===== src/rtl/matmul_pkg.sv =====
// rtl/matmul_pkg.sv - shared widths, FSM states and step-to-index decode for the 2x2 matmul sequencer
package matmul_pkg;

  localparam int DW_DEF  = 4;
  localparam int OW_DEF  = 2 * DW_DEF;
  localparam int N_STEPS = 8;

  typedef enum logic [1:0] {IDLE, CALC, DONE} state_t;

  // Step k = {i, j, kk}: A is indexed [i][kk], B is indexed [kk][j].
  function automatic logic a_row(input logic [2:0] k);
    return k[2];
  endfunction

  function automatic logic a_col(input logic [2:0] k);
    return k[0];
  endfunction

  function automatic logic b_row(input logic [2:0] k);
    return k[0];
  endfunction

  function automatic logic b_col(input logic [2:0] k);
    return k[1];
  endfunction

  function automatic logic [1:0] c_idx(input logic [2:0] k);
    return k[2:1];
  endfunction

endpackage


===== src/rtl/matmul_mac.sv =====
// rtl/matmul_mac.sv - shared DWxDW multiplier with OW-bit accumulate, purely combinational
module matmul_mac #(
  parameter int DW = 4,
  parameter int OW = 8
) (
  input  logic [DW-1:0] a,
  input  logic [DW-1:0] b,
  input  logic [OW-1:0] acc,
  input  logic          first,
  output logic [OW-1:0] result
);

  logic [2*DW-1:0] p;
  logic [OW-1:0]   p_ext;

  assign p      = a * b;
  assign p_ext  = OW'(p);
  // Carry out of the OW-bit sum is dropped to match the combinational reference.
  assign result = first ? p_ext : acc + p_ext;

endmodule


===== src/rtl/matmul2x2_seq.sv =====
// rtl/matmul2x2_seq.sv - time-multiplexed 2x2 matrix multiplier, one MAC over eight steps
module matmul2x2_seq
  import matmul_pkg::*;
#(
  parameter int DW = DW_DEF,
  parameter int OW = OW_DEF
) (
  input  logic          clk,
  input  logic          rst_n,
  input  logic          in_valid,
  output logic          in_ready,
  input  logic [4*DW-1:0] a_mat,
  input  logic [4*DW-1:0] b_mat,
  output logic          out_valid,
  input  logic          out_ready,
  output logic [4*OW-1:0] c_mat,
  output logic          busy
);

  state_t          state_q, state_d;
  logic [2:0]      k_q;
  logic [OW-1:0]   acc_q;
  logic [4*DW-1:0] a_q, b_q;
  logic [4*OW-1:0] c_q;

  logic [1:0]      a_idx, b_idx;
  logic [DW-1:0]   a_el, b_el;
  logic [OW-1:0]   mac_result;

  assign in_ready  = (state_q == IDLE);
  assign out_valid = (state_q == DONE);
  assign busy      = (state_q != IDLE);
  assign c_mat     = c_q;

  assign a_idx = {a_row(k_q), a_col(k_q)};
  assign b_idx = {b_row(k_q), b_col(k_q)};
  assign a_el  = a_q[DW*a_idx +: DW];
  assign b_el  = b_q[DW*b_idx +: DW];

  matmul_mac #(.DW(DW), .OW(OW)) u_mac (
    .a      (a_el),
    .b      (b_el),
    .acc    (acc_q),
    .first  (~k_q[0]),
    .result (mac_result)
  );

  always_comb begin
    state_d = state_q;
    case (state_q)
      IDLE:    if (in_valid) state_d = CALC;
      CALC:    if (k_q == 3'(N_STEPS - 1)) state_d = DONE;
      DONE:    if (out_ready) state_d = IDLE;
      default: state_d = IDLE;
    endcase
  end

  always_ff @(posedge clk) begin
    if (!rst_n) begin
      state_q <= IDLE;
      k_q     <= '0;
      acc_q   <= '0;
      a_q     <= '0;
      b_q     <= '0;
      c_q     <= '0;
    end else begin
      state_q <= state_d;
      if (state_q == IDLE && in_valid) begin
        a_q <= a_mat;
        b_q <= b_mat;
      end
      if (state_q == CALC) begin
        // k wraps 7 -> 0 on the last step, leaving it ready for the next job.
        k_q <= k_q + 3'd1;
        if (k_q[0]) c_q[OW*c_idx(k_q) +: OW] <= mac_result;
        else        acc_q <= mac_result;
      end
    end
  end

endmodule

===== config.mk =====
export PLATFORM = sky130hd
export DESIGN_NAME = matmul2x2_seq
export DESIGN_NICKNAME = d
export VERILOG_FILES = /design/src/rtl/matmul_pkg.sv /design/src/rtl/matmul_mac.sv /design/src/rtl/matmul2x2_seq.sv
export SDC_FILE = /design/constraint.sdc
export NUM_CORES = 1
export LEC_CHECK = 0
export ABC_CLOCK_PERIOD_IN_PS = 5800
export BUFFER_PORTS_ARGS = -buffer_cell sky130_fd_sc_hd__buf_2
export CAP_MARGIN = 20
export CORE_ASPECT_RATIO = 1.2
export CORE_MARGIN = 10
export CORE_UTILIZATION = 56
export DETAILED_ROUTE_END_ITERATION = 10
export GPL_TIMING_DRIVEN = 0
export HOLD_SLACK_MARGIN = 0.03
export PLACE_DENSITY = 0.9
export SKIP_CTS_REPAIR_TIMING = 1
export SYNTH_ARGS = -nofsm -noshare
export SYNTH_HDL_FRONTEND = slang
export SYNTH_SLANG_ARGS = --single-unit
export TNS_END_PERCENT = 20

===== constraint.sdc =====
create_clock -name clk -period 5.8 [get_ports clk]
set_input_delay 0 -clock clk [delete_from_list [all_inputs] [get_ports clk]]
set_output_delay 0 -clock clk [all_outputs]
set_load 0.02 [all_outputs]

======== Word-level counts from Yosys, hierarchy flattened ========
Cells that the tools add are included.
storage, ports and cells
  output and inout port bits .............. 35
  register bits ........................... 77
operators by class
  bitwise operators ....................... 1
  add/subtract/negate cells ............... 3
  $mul .................................... 1
  equality and inequality tests ........... 6
  muxes and demuxes ....................... 6
  shift operators ......................... 4
  reductions and logical operators ........ 6
operators with widths
  operator                                                                 count
  5-bit negator with 34-bit output                                         1
  8-bit by 34-bit variable shift with 32-bit output, first input constant  1
  8-bit by 34-bit indexed part select with 32-bit output                   1
  32-bit bitwise mux                                                       1
  16-bit by 5-bit indexed part select with 4-bit output                    2
  8-bit adder                                                              1
  4-bit by 4-bit multiplier with 8-bit output                              1
  8-bit two-way mux                                                        1
  2-bit two-way mux                                                        3
  2-bit one-hot mux with 3 select lines                                    1
  2-bit inequality test, second input constant                             2
  2-bit AND reduction                                                      2
  3-bit by 1-bit adder with 3-bit output, second input constant            1
  3-bit == test, second input constant                                     1
  3-bit AND reduction                                                      1
  2-bit by 1-bit == test with 1-bit output, second input constant          1
  2-bit == test, second input constant                                     1
  2-bit zero test                                                          1
  2-bit by 1-bit inequality test with 1-bit output, second input constant  1
  2-bit nonzero test                                                       1
  1-bit logical AND                                                        1
  1-bit inverter                                                           1

======== Depth between registers and ports, before layout ========
  depth after elaboration ................. 6
  mapped depth ............................ 20
  gate-level depth less buffers ........... 18

======== Modules after synthesis ========
From an unflattened synthesis, not the netlist that was laid out.
second synthesis, totals
  cells, all modules ...................... 441
  area total of the unflattened synthesis .. 3987.6 um2
modules (own cells, without submodules)
  module         area an instance (um2)  seq. area each (um2)  cells each  times used
  matmul2x2_seq  3199.3                  1541.5                348         1
  matmul_mac     788.3                   0.0                   93          1

======== Least setup slack after synthesis ========
OpenSTA, ideal clock, no wires.
  kind .................................... reg2reg
  from .................................... register k_q[0]
  to ...................................... register c_q[31] (netlist: c_mat[31])
  cell stages (with the launch flop) ...... 21
  arrival ................................. 4.329 ns
  path buffers ............................ 2
  path slack .............................. 1.343 ns
  cells stage by stage .................... dfxtp_1 > clkbuf_2 > buf_2 > mux4_2 > nand2_1 > fa_1 > inv_1 > fa_1 > inv_1 > fa_1 > inv_1 > a21o_1 > a21oi_1 > xnor2_1 > ha_1 > a21o_1 > a31o_2 > o21a_1 > nor3_1 > xnor2_1 > o21ai_0
on the way
  cells in the longest elaborated chain, start to end .. 6
  elaborated cells on any way between the ends .. 8
ends and longest elaborated chain
  item                                                                             RTL line                                  text
  start, declared                                                                  matmul2x2_seq.sv:21                       logic [2:0] k_q;
  start signal, assigned                                                           matmul2x2_seq.sv:74                       k_q <= k_q + 3'd1;
  16-bit by 5-bit indexed part select with 4-bit output, on equally long branches  matmul2x2_seq.sv:37, matmul2x2_seq.sv:38
  4-bit by 4-bit multiplier with 8-bit output                                      matmul_mac.sv:16                          assign p = a * b;
  8-bit adder                                                                      matmul_mac.sv:19                          assign result = first ? p_ext : acc + p_ext;
  8-bit two-way mux                                                                matmul_mac.sv:19
  8-bit by 34-bit indexed part select with 32-bit output                           matmul2x2_seq.sv:75                       if (k_q[0]) c_q[OW*c_idx(k_q) +: OW] <= mac_result;
  32-bit bitwise mux                                                               matmul2x2_seq.sv:75
  end signal, assigned by index                                                    matmul2x2_seq.sv:75
  end, declared                                                                    matmul2x2_seq.sv:24                       logic [4*OW-1:0] c_q;
Parallel ways exist; a longest one is shown, timed or not.
A chain may end at the register's enable or synchronous reset.

======== Worst setup path in the final report ========
  from .................................... register k_q[0]
  to ...................................... register c_q[23] (netlist: c_mat[23])
Same word-level chain as after synthesis.

==> metrics.cfg <==
[global_routing]
grt_max_degree=15
grt_use_met1_pct=20.9
top_usage_layer=met2
grtUsageMet3_pct=4.87
grt_pass1_wl_um=16300
use_met2_pct=32.0
grt_overflow=0
antenna_found_initial=0
grt_usage_pct=18.5
grt_pass1_vias=3592

[final_layout]
final_nets=627
fin_area_mm2=0.00482
syn_to_final_growth_pct=25.7
diodes=0
drive_gt1_share_pct=18.2
final_util_pct=73.8
finalNonFillerCells=650

[floorplan]
start_util_pct=58.7
core_mm2=0.00653
die_w_um=95.5
ioPinCount=71
die_area_mm2=0.0106
rows=32
die_y_um=111

[yosys]
post-synth-top-count-cell=nand2_1
synth.largest_area_cell=dfxtp_1
async_reset_ff_share_pct=0
yosys-top-cells-count=nand2_1 (93), dfxtp_1 (77), a21oi_1 (50)
synth_cells=446
ys.flop_type=dfxtp_1
syn_area_mm2=0.00383
synth_area_leaders=dfxtp_1 (40%), nand2_1 (9.1%), ha_1 (8.5%)
synth_area_per_cell_um2=8.59
yosysSeqAreaShare_pct=40.2
yosysWarnings=0
synth_cell_types=46
synth_edf_count=0
synth_nets=513
synth_seq_cells=77
synth_top_area_share_pct=40.2

[sta]
setup_viol=0
tightestPinTransition_ns=0.734
clock.fmax_mhz=195
hold_viol_final=0
rsz0062_at_grt=false
drv_slew=0
skew_ns=0.0102
fin_setup_tns_ns=0
finalCritPeriodShare_pct=88.4
max-slew-margin-rel_pct=50.9
period_needed_ns=5.13

[setup_path]
crit_fanout=10
start_kind=register
r2r_slack_ns=0.67
r2r_cells=20
worstPathRequired_ns=6.04
cp_data_arrival_time_ns=5.36
r2r-start=k_q[0]
end_kind=register
r2r_end=c_mat[23]
path_class=register to register

[detailed_routing]
drtIter0Drc=190
vias=3747
wire_per_inst_um=17.1
drc=0
first_pass_iters=5
wl_um=11100
ant_nets=0
via_per_inst=5.76

[worst_hold_path]
worstHoldStart=rst_n
worstHoldPathCells=3
hp-class=input port to register
holdPathEnd=acc_q[6]

[power]
power.density_mw_per_mm2=228
vdd.ir_drop.worst_mv=0.240
leakage_nw=2.13

[cts]
clk_pin_slew_ns=0.09
cts_tree=done
numClockSinks=77
cts_inserted_buffers=9
insertion_delay_ns=0.36
h-tree-depth=3
root_buffer=clkbuf_8
clock_path_buffers=2

[place]
place_congestion=0.864
dpl.hpwl_um=7280
dpl_cell_area_mm2=0.00428
placedCellCount=600
portBuffers=69

[run]
drv_cap=0

[status]
run_status=finished clean

[kinds of logic after synthesis]
| family | after synthesis | synth area share [%] |
|---|---|---|
| AO/OA/AOI/OAI | 99 | 15.2 |
| XOR/XNOR | 7 | 1.60 |
| adder cells (fa/ha/maj) | 31 | 11.1 |
| buffers and inverters | 40 | 4.28 |
| flip-flops | 77 | 40.2 |
| multiplexers | 13 | 6.24 |
| AND/OR/NAND/NOR | 179 | 21.3 |
[critical path, stage by stage, from the launching register on]
cell	delay (ns)
dfxtp_1	0.35
clkbuf_2	0.23
buf_2	0.34
mux4_2	0.32
nand2_1	0.09
fa_1	0.53
inv_1	0.05
fa_1	0.56
inv_1	0.07
fa_1	0.46
inv_1	0.07
a21o_1	0.10
a21oi_1	0.07
xnor2_1	0.23
ha_1	0.34
a21o_1	0.21
a31o_2	0.22
o21a_1	0.17
nor3_1	0.17
xnor2_1	0.26
o21ai_0	0.15
[metrics by stage]
step | hold slack [ns] | worst slack, ns | power (mW)
3_3_place_gp | 0.244 | 0.813 | 0.683
3_5_place_dp | 0.247 | 0.684 | 0.689
2_1_floorplan | 0.136 | 1.34 | 0.649
6_report | 0.0519 | 0.673 | 1.10
5_1_grt | 0.0814 | 0.283 | 1.14
4_1_cts | -0.136 | 0.647 | 1.08
[final cells by class]
cell class	instances	area, µm²
fill	449	1710
buffer	24	104
timing repair buffer	103	686
clock inverter	5	41.3
multi-input combinational	329	2130
inverter	16	60.1
sequential	77	1540
clock buffer	11	151
tap	85	106
[metal layers]
metal | part of all wire (%) | vias up
li1 | - | 1759
met1 | 36 | 1770
met2 | 53 | 181
met3 | 8.2 | 37
met4 | 2.8 | 0
met5 | 0 | -
[power by group]
| part | switching [mW] | internal, mW | total, mW |
|---|---|---|---|
| Sequential | 0.0101 | 0.545 | 0.555 |
| Clock | 0.215 | 0.184 | 0.399 |
| Combinational | 0.0838 | 0.0634 | 0.147 |
[cells in the final DEF (no fill, tap or decap), types with 5 or more instances in the layout]
cell type | Yosys | layout
nand2_1 | 93 | 93
dfxtp_1 | 77 | 77
buf_2 | 4 | 73
a21oi_1 | 50 | 50
dlygate4sd3_1 | 0 | 34
nor2_1 | 29 | 29
ha_1 | 26 | 26
inv_1 | 16 | 16
o21ai_0 | 16 | 16
clkbuf_1 | 16 | 16
and2_1 | 15 | 15
nand3_1 | 15 | 15
a22oi_1 | 12 | 12
clkbuf_8 | 0 | 11
mux4_2 | 7 | 7
xnor2_1 | 7 | 7
nor3_1 | 6 | 6
a21o_1 | 5 | 5
nand2b_1 | 5 | 5
fa_1 | 5 | 5
[registers in the layout, indices dropped and copies added (netlist names)]
register  flops
c_mat        32
a_q          16
b_q          16
acc_q         8
k_q           3
state_q       2
[worst max-delay path by stage]
stage | from | to
floorplan | k_q[0] | c_mat[31]
global placement | k_q[0] | c_mat[31]
detailed placement | k_q[0] | c_mat[23]
CTS | k_q[0] | c_mat[31]
global route | k_q[0] | c_mat[31]
finish | k_q[0] | c_mat[23]
No activity file was read; power rests on OpenSTA's default activity.
